`src/rtl/slow_clock_meter_if.sv`:
```
// Measurement bus for slow_clock_meter: slow clock and clear in, period/high-time results out.
interface slow_clock_meter_if #(
    parameter int WIDTH = 28
);
    logic             Slow_In;
    logic             Clear;
    logic [WIDTH-1:0] Period;
    logic [WIDTH-1:0] High_Time;
    logic             Valid;
    logic             Locked;
    logic             Timeout;
    logic [15:0]      Edge_Count;

    modport master (
        output Slow_In, Clear,
        input  Period, High_Time, Valid, Locked, Timeout, Edge_Count
    );

    modport slave (
        input  Slow_In, Clear,
        output Period, High_Time, Valid, Locked, Timeout, Edge_Count
    );
endinterface

```
`src/rtl/slow_clock_meter.sv`:
```
// Measures period and high time of an asynchronous slow clock in Clk cycles,
// with lock tracking and a sticky loss-of-edge timeout.
module slow_clock_meter #(
    parameter int WIDTH   = 28,
    parameter int TIMEOUT = 134217728
) (
    input  logic               Clk,
    input  logic               Reset,
    slow_clock_meter_if.slave  bus
);
    typedef enum logic [1:0] {SEARCH = 2'd0, ARMED = 2'd1, LOCKED = 2'd2} state_t;

    localparam logic [WIDTH-1:0] TO_LAST = WIDTH'(TIMEOUT - 1);
    localparam logic [WIDTH-1:0] SAT_MAX = '1;
    localparam logic [WIDTH-1:0] ONE     = WIDTH'(1);

    state_t           state;
    logic             s1, s2, s3;
    logic [WIDTH-1:0] cnt, hcnt, period, high_time;
    logic             valid, timeout;
    logic [15:0]      edge_count;

    wire rise = s2 & ~s3;
    wire fall = ~s2 & s3;

    always_ff @(posedge Clk or posedge Reset) begin
        if (Reset) begin
            {s3, s2, s1} <= '0;
            state        <= SEARCH;
            cnt          <= '0;
            hcnt         <= '0;
            period       <= '0;
            high_time    <= '0;
            valid        <= 1'b0;
            timeout      <= 1'b0;
            edge_count   <= '0;
        end else begin
            // Synchronizer runs through Clear so a level already in flight is not lost.
            {s3, s2, s1} <= {s2, s1, bus.Slow_In};
            valid        <= 1'b0;
            if (bus.Clear) begin
                state      <= SEARCH;
                cnt        <= '0;
                hcnt       <= '0;
                period     <= '0;
                high_time  <= '0;
                timeout    <= 1'b0;
                edge_count <= '0;
            end else if (rise) begin
                cnt        <= '0;
                hcnt       <= ONE;
                edge_count <= edge_count + 16'd1;
                if (state != SEARCH) begin
                    period <= cnt + ONE;
                    valid  <= 1'b1;
                    state  <= LOCKED;
                end else begin
                    state  <= ARMED;
                end
            end else begin
                if (fall && state != SEARCH)
                    high_time <= hcnt;
                if (s2 && hcnt != SAT_MAX)
                    hcnt <= hcnt + ONE;
                if (cnt == TO_LAST) begin
                    cnt     <= '0;
                    timeout <= 1'b1;
                    state   <= SEARCH;
                end else if (cnt != SAT_MAX) begin
                    cnt <= cnt + ONE;
                end
            end
        end
    end

    assign bus.Period     = period;
    assign bus.High_Time  = high_time;
    assign bus.Valid      = valid;
    assign bus.Locked     = (state == LOCKED);
    assign bus.Timeout    = timeout;
    assign bus.Edge_Count = edge_count;
endmodule

```
`src/flat_wrapper.sv`:
```
// flat-port wrapper written by rule: the top's interface ports become plain ports
module slow_clock_meter_flat 
#(
    parameter int WIDTH   = 28,
    parameter int TIMEOUT = 134217728
)
  (Clk, Reset, bus_Slow_In, bus_Clear, bus_Period, bus_High_Time, bus_Valid, bus_Locked, bus_Timeout, bus_Edge_Count);
  slow_clock_meter_if #(.WIDTH(WIDTH)) bus_i ();
  input  logic Clk;
  input  logic Reset;
  input wire logic [$bits(bus_i.Slow_In)-1:0] bus_Slow_In;
  input wire logic [$bits(bus_i.Clear)-1:0] bus_Clear;
  output wire logic [$bits(bus_i.Period)-1:0] bus_Period;
  output wire logic [$bits(bus_i.High_Time)-1:0] bus_High_Time;
  output wire logic [$bits(bus_i.Valid)-1:0] bus_Valid;
  output wire logic [$bits(bus_i.Locked)-1:0] bus_Locked;
  output wire logic [$bits(bus_i.Timeout)-1:0] bus_Timeout;
  output wire logic [$bits(bus_i.Edge_Count)-1:0] bus_Edge_Count;
  assign bus_i.Slow_In = bus_Slow_In;
  assign bus_i.Clear = bus_Clear;
  assign bus_Period = bus_i.Period;
  assign bus_High_Time = bus_i.High_Time;
  assign bus_Valid = bus_i.Valid;
  assign bus_Locked = bus_i.Locked;
  assign bus_Timeout = bus_i.Timeout;
  assign bus_Edge_Count = bus_i.Edge_Count;
  slow_clock_meter #(.WIDTH(WIDTH), .TIMEOUT(TIMEOUT)) u_core (.Clk(Clk), .Reset(Reset), .bus(bus_i));
endmodule
```
`config.mk`:
```
export PLATFORM = sky130hd
export DESIGN_NAME = slow_clock_meter_flat
export DESIGN_NICKNAME = d
export VERILOG_FILES = /design/src/rtl/slow_clock_meter_if.sv /design/src/rtl/slow_clock_meter.sv /design/src/flat_wrapper.sv
export SDC_FILE = /design/constraint.sdc
export NUM_CORES = 1
export LEC_CHECK = 0
export CORE_UTILIZATION = 50
export DETAILED_ROUTE_END_ITERATION = 8
export PLACE_DENSITY = 0.79
export SLEW_MARGIN = 10
export SYNTH_ARGS = -nofsm -noshare
export SYNTH_HDL_FRONTEND = slang
export SYNTH_SLANG_ARGS = --single-unit
```
`constraint.sdc`:
```
create_clock -name Clk -period 4.35 [get_ports Clk]
set_input_delay 0.6525 -clock Clk [delete_from_list [all_inputs] [get_ports Clk]]
set_output_delay 0.6525 -clock Clk [all_outputs]
set_load 0.1 [all_outputs]
```
==> run_results.csv <==
group,metric,value,unit
run_status,outcome,"completed",
final_layout,num-nets-final,720,
global_route,grt_first_pass_wirelength,23.9,mm
clock_network,h-tree-depth,4,
global_route,grt_max_degree,75,
clock_network,hold_buffers,0,
setup_path,crit_type,"reg -> out",
clock_network,clk_path_buf_depth,2,
power_and_ir_drop,comb_power_share,4.0,%
route,dr.pass1.iters,5,
placed_design,gp_congestion,0.826,
setup_path,required,3.70,ns
global_route,overflow,0,
floorplanning,die_w,113,µm
timing,rsz0062_at_grt,"no",
synth,synth_area,6190,µm²
timing,whs,0.360,ns
clock_network,cts_tree,"built",
global_route,first_global_vias,5042,
floorplanning,die-area,12800,µm²
route,vias_per_cell,5.65,
synth,synthDistinctLibCells,47,
synth,seq_area_frac_synth,54.6,%
timing,finalCritPeriodShare,63.9,%
timing,fin_skew,0.00616,ns
setup_path,arrival,2.13,ns
timing,fmax,0.359,GHz
route,vias,5031,
clock_network,clk_pin_slew,0.06,ns
timing,hold_violations,0,
timing,finalMaxSlewViolations,0,
power_and_ir_drop,p_seq_share,47.2,%
clock_network,clock_sinks,135,
synth,synth_area_per_cell,9.68,µm²
power_and_ir_drop,p_leak,3.13,nW
power_and_ir_drop,vdd_drop_max,0.000280,V
final_layout,n_antenna_cell,0,
final_layout,drive_gt1_share,6.36,%
route,wl_per_cell,15.7,µm
floorplanning,ios,79,
power_and_ir_drop,power_density,353,nW/µm²
clock_network,numCtsBuffers,17,
power_and_ir_drop,swShare,21.5,%
floorplanning,die_y,113,µm
global_route,grtUsageTotal,23.6,%
timing,worst_pin_slew,1.09,ns
synth,ys_warn_count,0,
floorplanning,placementRows,40,
clock_network,cts_setup_buffers,0,
placed_design,dp_hpwl,9.34,mm
power_and_ir_drop,clockPowerShare,48.8,%
timing,finalSetupViolations,0,
clock_network,cts_root_buf,"clkbuf_16",
setup_path,cp-end-kind,"output pin",
final_layout,syn2layout_area_growth,23.5,%
setup_path,path_max_fanout,5,
power_and_ir_drop,p_sw,582,µW
route,drc,0,
timing,slew_headroom,27.2,%
floorplanning,core,12100,µm²
clock_network,postCtsResizedCells,0,
clock_network,clk_latency,0.41,ns
global_route,antenna_found_initial,0,
synth,synth_nets,647,
timing,min_period,2.78,ns
timing,setup_tns,0,ns
placed_design,io_buffers,78,
synth,synth_cells,640,
floorplanning,start_util,51.3,%
power_and_ir_drop,p_int,2.12,mW
hold_path,hold_path.class,"reg -> reg",
route,drt-initial-drc-count,293,
route,drt_wl_total,14.0,mm
synth,synth-seq-cells,135,
job,maxCapViolations,0,
route,ant_nets,0,
setup_path,crit_path_start_kind,"flop",
logic make-up after synthesis:
kind of cell | count (synthesis) | share of synthesized area, %
muxes | 2 | 0.525
and+or+nand+nor | 274 | 21.5
AOI/OAI and AO/OA | 130 | 12.3
adders and majority gates | 3 | 0.606
DFF | 135 | 54.6
xor gates and xnor gates | 54 | 7.64
buffers and inverters | 42 | 2.89
power groups by stage:
stage / Combinational [mW] / Clock (mW) / Sequential, mW
2_1_floorplan: 0.0640 / 0 / 1.31
3_3_place_gp: 0.106 / 0 / 1.30
3_5_place_dp: 0.109 / 0 / 1.30
4_1_cts: 0.110 / 1.34 / 1.27
5_1_grt: 0.120 / 1.40 / 1.28
6_report: 0.108 / 1.32 / 1.27
registers in the layout (all words and copies together), names as in the netlist:
signal,cells
u_core.s2,1
u_core.bus.High_Time,28
u_core.bus.Period,28
u_core.state,2
u_core.bus.Valid,1
u_core.bus.Timeout,1
u_core.s3,1
u_core.hcnt,28
u_core.bus.Edge_Count,16
u_core.s1,1
u_core.cnt,28
metal layers:
metal | up-vias | track usage [%] | wire length [µm]
met5 | - | 0 | 0
met4 | 0 | 7.46 | 214
met3 | 19 | 5.62 | 602
met2 | 140 | 41.3 | 7210
met1 | 2496 | 28.7 | 5980
li1 | 2376 | - | -
synth_stat cells (all sizes together):
library cell / n / area, µm²
dfrtp: 135 / 3380
nand2: 120 / 450
o21ai: 52 / 260
nor2: 49 / 184
a21oi: 47 / 235
xnor2: 36 / 315
nand3: 23 / 120
clkbuf: 20 / 75.1
xor2: 18 / 158
nand4: 17 / 119
and4: 14 / 124
inv: 12 / 45.0
and3: 11 / 68.8
buf: 10 / 58.8
nor3: 9 / 45.0
or3: 9 / 56.3
nor4: 8 / 65.1
a31oi: 6 / 37.5
and2: 6 / 37.5
a311oi: 5 / 43.8
a211oi: 3 / 22.5
a31o: 3 / 26.3
ha: 3 / 37.5
a22o: 2 / 17.5
a41o: 2 / 20.0
a41oi: 2 / 17.5
mux2i: 2 / 32.5
nand2b: 2 / 12.5
nor2b: 2 / 12.5
nor3b: 2 / 20.0
o211ai: 2 / 15.0
o31ai: 2 / 15.0
a2111oi: 1 / 15.0
a211o: 1 / 17.5
o21bai: 1 / 7.51
o22ai: 1 / 12.5
or2: 1 / 6.26
or4: 1 / 7.51
metrics by stage:
| step | instance area (µm²) | power (mW) | setup slack, ns | std cells | util, % |
|---|---|---|---|---|---|
| 6_report | 7640 | 2.70 | 1.57 | 891 | 63.4 |
| 5_1_grt | 7640 | 2.79 | 1.48 | 891 | 63.4 |
| 4_1_cts | 7640 | 2.72 | 1.56 | 891 | 63.4 |
| 3_5_place_dp | 7100 | 1.41 | 1.52 | 862 | 58.9 |
| 3_3_place_gp | 7100 | 1.40 | 1.62 | 862 | 58.9 |
| 2_1_floorplan | 6190 | 1.37 | 0.0864 | 640 | - |
cell usage in the layout, fill, tap and decap left out, drive strengths merged, types with 3 or more instances in the layout:
| master | count |
|---|---|
| inv | 12 |
| nand3 | 23 |
| or3 | 9 |
| buf | 7 |
| a21oi | 47 |
| nor3 | 9 |
| nor4 | 8 |
| nand2 | 120 |
| o21ai | 52 |
| and4 | 14 |
| xor2 | 18 |
| and2 | 6 |
| a31o | 3 |
| a211oi | 3 |
| dfrtp | 135 |
| xnor2 | 36 |
| clkbuf | 25 |
| clkdlybuf4s50 | 77 |
| nand4 | 17 |
| nor2 | 49 |
| a31oi | 6 |
| and3 | 11 |
| a311oi | 5 |
| ha | 3 |
| clkinv | 3 |
path summary, 6_finish.rpt:
path | from | cells after the start | slack, ns | to
worst max register to register | u_core.cnt[0] | 6 | 1.82 | u_core.cnt[0]
worst min register to register | u_core.s1 | 0 | 0.36 | u_core.s2
max in group asynchronous | Reset | 3 | 2.76 | u_core.bus.Period[22]
min in group asynchronous | Reset | 2 | 0.73 | u_core.bus.High_Time[11]
worst max-delay path | u_core.state[1] | 2 | 1.57 | bus_Locked
worst min-delay path | u_core.s1 | 0 | 0.36 | u_core.s2
critical path, stage by stage, from the launching register on:
cell and delay (ns):
dfrtp_1 0.40, nor2b_1 0.15, clkdlybuf4s50_1 1.17
final cells by class:
type                            count  area, µm²
Multi-Input combinational cell    463       2640
Inverter                           12       47.5
Clock inverter                      4       45.0
Sequential cell                   135       3380
Timing Repair Buffer               84        833
Tap cell                          168        210
Clock buffer                       25        495
Fill cell                         991       4420
(Power assumes the default switching activity.)
